===== config.mk =====
export PLATFORM = sky130hd
export DESIGN_NAME = alu_mc
export DESIGN_NICKNAME = d
export VERILOG_FILES = /design/src/rtl/alu_pkg.sv /design/src/rtl/alu_mdu.sv /design/src/rtl/alu_mc.sv
export SDC_FILE = /design/constraint.sdc
export NUM_CORES = 1
export LEC_CHECK = 0
export ABC_AREA = 1
export BUFFER_PORTS_ARGS = -buffer_cell sky130_fd_sc_hd__buf_2
export CORE_ASPECT_RATIO = 1.1
export CORE_MARGIN = 2
export CORE_UTILIZATION = 35
export DETAILED_ROUTE_END_ITERATION = 6
export PLACE_DENSITY = 0.52
export SETUP_SLACK_MARGIN = 0.5
export SYNTH_ARGS = -nofsm -noshare
export SYNTH_HDL_FRONTEND = slang
export SYNTH_SLANG_ARGS = --single-unit

===== constraint.sdc =====
create_clock -name clk -period 0.8 [get_ports clk]
set_input_delay 0.16 -clock clk [delete_from_list [all_inputs] [get_ports clk]]
set_output_delay 0.16 -clock clk [all_outputs]
set_load 0.01 [all_outputs]

===== src/rtl/alu_pkg.sv =====
// alu_pkg: ctl encodings, mul/div FSM state type and decode helper shared by alu_mc and alu_mdu.
package alu_pkg;

  localparam logic [3:0] ALU_AND   = 4'b0000;
  localparam logic [3:0] ALU_OR    = 4'b0001;
  localparam logic [3:0] ALU_ADD   = 4'b0010;
  localparam logic [3:0] ALU_SLL   = 4'b0011;
  localparam logic [3:0] ALU_SRL   = 4'b0100;
  localparam logic [3:0] ALU_SRA   = 4'b0101;
  localparam logic [3:0] ALU_SUB   = 4'b0110;
  localparam logic [3:0] ALU_SLT   = 4'b0111;
  localparam logic [3:0] ALU_SLTU  = 4'b1000;
  localparam logic [3:0] ALU_MULTU = 4'b1001;
  localparam logic [3:0] ALU_MULT  = 4'b1010;
  localparam logic [3:0] ALU_DIVU  = 4'b1011;
  localparam logic [3:0] ALU_NOR   = 4'b1100;
  localparam logic [3:0] ALU_XOR   = 4'b1101;
  localparam logic [3:0] ALU_DIV   = 4'b1110;

  typedef enum logic [1:0] {
    IDLE,
    MUL,
    DIV,
    FIX
  } alu_state_e;

  function automatic logic is_muldiv(input logic [3:0] ctl);
    return (ctl == ALU_MULTU) || (ctl == ALU_MULT) ||
           (ctl == ALU_DIVU)  || (ctl == ALU_DIV);
  endfunction

endpackage


===== src/rtl/alu_mdu.sv =====
// alu_mdu: iterative shift-add multiplier / restoring divider with HI/LO registers.
// Only built when ALU_MULDIV_EN is defined; operates on magnitudes, signs applied in fix-up.
`ifdef ALU_MULDIV_EN
module alu_mdu
  import alu_pkg::*;
#(
  parameter int WIDTH = 32
) (
  input  logic             clk,
  input  logic             rst_n,
  input  logic             load_i,
  input  logic             mul_step_i,
  input  logic             div_step_i,
  input  logic             fix_i,
  input  logic [3:0]       ctl_i,
  input  logic [WIDTH-1:0] a_i,
  input  logic [WIDTH-1:0] b_i,
  output logic [WIDTH-1:0] hi_o,
  output logic [WIDTH-1:0] lo_o
);

  logic [WIDTH-1:0]   acc_q, qr_q, m_q, a_q, hi_q, lo_q;
  logic               div_q, negq_q, negr_q, dz_q;
  logic               sgn, a_neg, b_neg, r_ge;
  logic [WIDTH-1:0]   a_mag, b_mag, rdiff, quo_fix, rem_fix;
  logic [WIDTH:0]     msum, rsh;
  logic [2*WIDTH-1:0] prod, prod_fix;

  always_comb begin
    sgn      = (ctl_i == ALU_MULT) || (ctl_i == ALU_DIV);
    a_neg    = sgn && a_i[WIDTH-1];
    b_neg    = sgn && b_i[WIDTH-1];
    a_mag    = a_neg ? -a_i : a_i;
    b_mag    = b_neg ? -b_i : b_i;
    msum     = {1'b0, acc_q} + (qr_q[0] ? {1'b0, m_q} : '0);
    // Partial remainder never exceeds 2*divisor, so the low WIDTH bits of the difference are exact.
    rsh      = {acc_q, qr_q[WIDTH-1]};
    r_ge     = rsh >= {1'b0, m_q};
    rdiff    = rsh[WIDTH-1:0] - m_q;
    prod     = {acc_q, qr_q};
    prod_fix = negq_q ? -prod : prod;
    quo_fix  = negq_q ? -qr_q : qr_q;
    rem_fix  = negr_q ? -acc_q : acc_q;
  end

  always_ff @(posedge clk) begin
    if (load_i) begin
      acc_q  <= '0;
      qr_q   <= a_mag;
      m_q    <= b_mag;
      a_q    <= a_i;
      div_q  <= (ctl_i == ALU_DIVU) || (ctl_i == ALU_DIV);
      negq_q <= a_neg ^ b_neg;
      negr_q <= a_neg;
      dz_q   <= (b_i == '0);
    end else if (mul_step_i) begin
      acc_q <= msum[WIDTH:1];
      qr_q  <= {msum[0], qr_q[WIDTH-1:1]};
    end else if (div_step_i) begin
      acc_q <= r_ge ? rdiff : rsh[WIDTH-1:0];
      qr_q  <= {qr_q[WIDTH-2:0], r_ge};
    end
  end

  always_ff @(posedge clk or negedge rst_n) begin
    if (!rst_n) begin
      hi_q <= '0;
      lo_q <= '0;
    end else if (fix_i) begin
      if (!div_q) begin
        {hi_q, lo_q} <= prod_fix;
      end else if (dz_q) begin
        hi_q <= a_q;
        lo_q <= '1;
      end else begin
        hi_q <= rem_fix;
        lo_q <= quo_fix;
      end
    end
  end

  assign hi_o = hi_q;
  assign lo_o = lo_q;

endmodule
`endif


===== src/rtl/alu_mc.sv =====
// alu_mc: multi-cycle EX-stage ALU with start/busy/done handshake.
// Define ALU_MULDIV_EN to build mult/multu/div/divu with HI/LO; otherwise those codes yield out=0.
module alu_mc
  import alu_pkg::*;
#(
  parameter int WIDTH = 32
) (
  input  logic             clk,
  input  logic             rst_n,
  input  logic             start,
  input  logic [3:0]       ctl,
  input  logic [WIDTH-1:0] a,
  input  logic [WIDTH-1:0] b,
  output logic             busy,
  output logic             done,
  output logic [WIDTH-1:0] out,
  output logic             z,
  output logic             ovf,
  output logic [WIDTH-1:0] hi,
  output logic [WIDTH-1:0] lo
);

  localparam int SHW = $clog2(WIDTH);

  logic signed [WIDTH-1:0] a_s, b_s;
  logic        [WIDTH-1:0] sum, diff, res_d, out_q;
  logic        [SHW-1:0]   shamt;
  logic                    ovf_d, ovf_q, z_q, done_q;
  logic                    accept, simple_req, md_done;

  assign a_s    = a;
  assign b_s    = b;
  assign accept = start && !busy;

  always_comb begin
    sum   = a + b;
    diff  = a - b;
    shamt = a[SHW-1:0];
    res_d = '0;
    ovf_d = 1'b0;
    case (ctl)
      ALU_ADD: begin
        res_d = sum;
        ovf_d = (a[WIDTH-1] == b[WIDTH-1]) && (sum[WIDTH-1] != a[WIDTH-1]);
      end
      ALU_SUB: begin
        res_d = diff;
        ovf_d = (a[WIDTH-1] != b[WIDTH-1]) && (diff[WIDTH-1] != a[WIDTH-1]);
      end
      ALU_AND:  res_d = a & b;
      ALU_OR:   res_d = a | b;
      ALU_NOR:  res_d = ~(a | b);
      ALU_XOR:  res_d = a ^ b;
      ALU_SLT:  res_d = {{(WIDTH-1){1'b0}}, (a_s < b_s)};
      ALU_SLTU: res_d = {{(WIDTH-1){1'b0}}, (a < b)};
      ALU_SLL:  res_d = b << shamt;
      ALU_SRL:  res_d = b >> shamt;
      ALU_SRA:  res_d = b_s >>> shamt;
      default:  res_d = '0;
    endcase
  end

  always_ff @(posedge clk or negedge rst_n) begin
    if (!rst_n) begin
      out_q  <= '0;
      z_q    <= 1'b1;
      ovf_q  <= 1'b0;
      done_q <= 1'b0;
    end else begin
      done_q <= simple_req || md_done;
      if (simple_req) begin
        out_q <= res_d;
        z_q   <= (res_d == '0);
        ovf_q <= ovf_d;
      end
    end
  end

`ifdef ALU_MULDIV_EN
  localparam logic [SHW:0] CNT_LAST = (SHW+1)'(WIDTH - 1);

  alu_state_e     state_q, state_d;
  logic [SHW:0]   cnt_q, cnt_d;
  logic           md_load, md_fix;

  always_ff @(posedge clk or negedge rst_n) begin
    if (!rst_n) begin
      state_q <= IDLE;
      cnt_q   <= '0;
    end else begin
      state_q <= state_d;
      cnt_q   <= cnt_d;
    end
  end

  // One load edge, WIDTH iteration edges, one fix-up edge; done is registered off the fix-up.
  always_comb begin
    state_d = state_q;
    cnt_d   = cnt_q;
    md_load = 1'b0;
    md_fix  = 1'b0;
    case (state_q)
      IDLE: begin
        if (accept && is_muldiv(ctl)) begin
          md_load = 1'b1;
          cnt_d   = '0;
          state_d = ((ctl == ALU_MULT) || (ctl == ALU_MULTU)) ? MUL : DIV;
        end
      end
      MUL, DIV: begin
        cnt_d = cnt_q + 1'b1;
        if (cnt_q == CNT_LAST) state_d = FIX;
      end
      FIX: begin
        md_fix  = 1'b1;
        state_d = IDLE;
      end
      default: state_d = IDLE;
    endcase
  end

  assign busy       = (state_q != IDLE);
  assign md_done    = md_fix;
  assign simple_req = accept && !is_muldiv(ctl);

  alu_mdu #(
    .WIDTH(WIDTH)
  ) u_mdu (
    .clk        (clk),
    .rst_n      (rst_n),
    .load_i     (md_load),
    .mul_step_i (state_q == MUL),
    .div_step_i (state_q == DIV),
    .fix_i      (md_fix),
    .ctl_i      (ctl),
    .a_i        (a),
    .b_i        (b),
    .hi_o       (hi),
    .lo_o       (lo)
  );
`else
  assign busy       = 1'b0;
  assign hi         = '0;
  assign lo         = '0;
  assign md_done    = 1'b0;
  assign simple_req = accept;
`endif

  assign out  = out_q;
  assign z    = z_q;
  assign ovf  = ovf_q;
  assign done = done_q;

endmodule


==> results.cfg <==
[timing]
hold_viol_final = 5
setup_viol = 69
post-route-worst-setup-slack_ns = -1.55
max_freq_ghz = 0.426
relSlewSlack = 0.574
fin_setup_tns_ns = -47.15
whs_ns = -0.249
period_needed_ns = 2.35
finalClockSkew_ns = 0
worstMarginPinSlew_ns = 0.639
rsz0062_at_grt = true
slew_violations = 0
fin_crit_sh = 2.93

[layout]
final_core_utilization = 0.658
final_nets = 3301
drive_above_1_share = 0.505
antenna_cells = 0
fillers = 3214
syn_to_final_growth_pct = 85.2
layout.cells.non_filler = 3571

[setup_path]
required_ns = 1.02
arrival_ns = 2.57
end_kind = register
worstPathMaxFanout = 4
cp-start-kind = input port
path_class = input port to register
regToRegSetupSlack_ns = -0.10

[synth]
yosys-top-cells-area = nand2_1 (23%), nand3_1 (20%), ha_1 (9.9%), inv_1 (8.4%), dfrtp_1 (7.0%)
synth-main-ff-cell = dfrtp_1
synth_cells = 2353
ys_seq_area_frac = 0.0720
synth_top_area_cell = nand2_1
syn_avg_cell_area_um2 = 5.18
syn_area_um2 = 12200
synth_edf_count = 0
synth_cell_types = 46
synthArstFlopShare = 1.00
synth_warnings = 0
synthTopCellsByCount = nand2_1 (750), nand3_1 (494), inv_1 (272), nor2_1 (183), ha_1 (96)
synth_seq_cells = 35
yosysMostFrequentCell = nand2_1
synth_top_area_frac = 0.231

[drt]
vias = 19400
wl_per_cell_um = 21.0
wl_mm = 75.1
antenna_left = 0
first_pass_iters = 7
routed_via_density = 5.44
drt_iter0_markers = 1701
drc_errors = 7

[global_routing]
antenna_found_initial = 0
grt_first_pass_wirelength_mm = 108
grt_max_degree = 47
grt-ovfl-total = 0
grt_pass1_vias = 18700
grt_usage = 0.392

[placed_design]
hpwl_mm = 60.7
dp_cells = 3446
io_buffers = 105
gp_congestion = 1.01

[die]
rows = 71
chipWidth_um = 182
die_h_um = 200
dieArea_um2 = 36300
io_pins = 171
initial_core_util = 0.355
coreArea_um2 = 34300

[pwr]
ir_worst_vdd_v = 0.000932
leakage_nw = 11.8
power_mw = 20.6
p_per_area_nw_per_um2 = 911

[status]
failed_checks = design-rule violations, negative hold slack, negative setup slack
outcome = finished with violations

[run]
maxCapViolCount = 0

[clock_network]
htreeDepth = 2
cts-root-buf = clkbuf_16
clockBufferDepth = 2
clkTransAtPathRegs_ns = 0.06
clock_latency_ns = 0.28
cts_tree = yes
numCtsBuffers = 5
cts_sinks = 35

[worst_hold_path]
holdCritPathClass = input port to async pin
[state kept, by name (all words and copies together) (netlist names)]
name	flops
done	1
out	32
ovf	1
z	1
[kinds of logic after synthesis]
family                   count (synthesis)  synth area share
AND/OR/NAND/NOR                       1535             0.548
buffers and inverters                  455             0.175
AO/OA/AOI/OAI                          228             0.103
adder cells (fa/ha/maj)                 98             0.102
flip-flops                              35            0.0720
XOR/XNOR                                 1          0.000719
other                                    1          0.000308
[report_power, final]
part	switching (mW)	internal [mW]	total, mW
logic	8.92	7.18	16.1
clock network	0.832	1.49	2.32
registers	0.140	2.00	2.14
[final timing paths]
check	startpoint	to	cells after the start
max reg2reg	out[6]	out[6]	4
max	a[0]	z	20
min	rst_n	out[0]	1
min reg2reg	out[16]	out[16]	2
min in group clk	start	done	2
max in group asynchronous	rst_n	out[23]	2
[layer usage]
layer	wire length, um	vias to the layer above	global-route usage
met5	0	-	0
met4	4140	0	0.170
met3	4780	230	0.0459
met2	36400	827	0.703
met1	29700	9320	0.473
li1	-	9049	-
[layout make-up]
class                   count  area [um^2]  area share
clock buffers               5          125     0.00555
multi-input cells        1927        12600       0.559
flip-flops and latches     35          877      0.0389
inverters                 290         1190      0.0528
clock inverters             3         47.5     0.00211
well taps                 438          548      0.0243
repair buffers            873         7160       0.317
[worst max-delay path, stage by stage]
cell,delay [ns]
buf_12,0.11
buf_6,0.11
ha_4,0.16
fa_2,0.34
nand2_2,0.10
nand3_4,0.12
nand3_4,0.12
nand2_4,0.10
buf_12,0.14
a21oi_4,0.19
nand2_1,0.08
nand2_1,0.08
nor2_2,0.05
nor2_4,0.13
nand2_1,0.09
nor2_2,0.10
nand3_2,0.12
nor2_2,0.12
nand2_1,0.06
nand2_1,0.06
[cell usage in the layout, fill, tap and decap left out, types with 33 or more instances in the layout]
master,count
nor2_4,55
buf_2,64
nor2_2,49
inv_1,202
nor2_1,94
nand3_1,323
buf_6,104
buf_4,671
nand2_1,566
o21ai_0,52
ha_1,56
a21oi_1,44
nand2_2,169
inv_2,57
nand2_4,40
nand3_2,140
conb_1,65
dfrtp_1,34
ha_4,33
[stage by stage]
stage / hold WS (ns) / cell area (um^2) / worst slack [ns]
6_report: -0.249 / 22600 / -1.55
5_1_grt: -0.247 / 22600 / -1.64
4_1_cts: -0.253 / 20400 / -1.55
3_5_place_dp: 0.0474 / 17700 / -2.38
3_3_place_gp: 0.0490 / 17700 / -2.44
2_1_floorplan: -0.136 / 12700 / -1.42
[what timing repair did]
action	in CTS	in global routing
cloned	1	0
pin swaps	132	142
endpoints found under the setup margin	70	69
setup buffers	59	57
endpoints found under the hold margin	6	5
gates resized for setup	523	453
(Power assumes the default switching activity.)
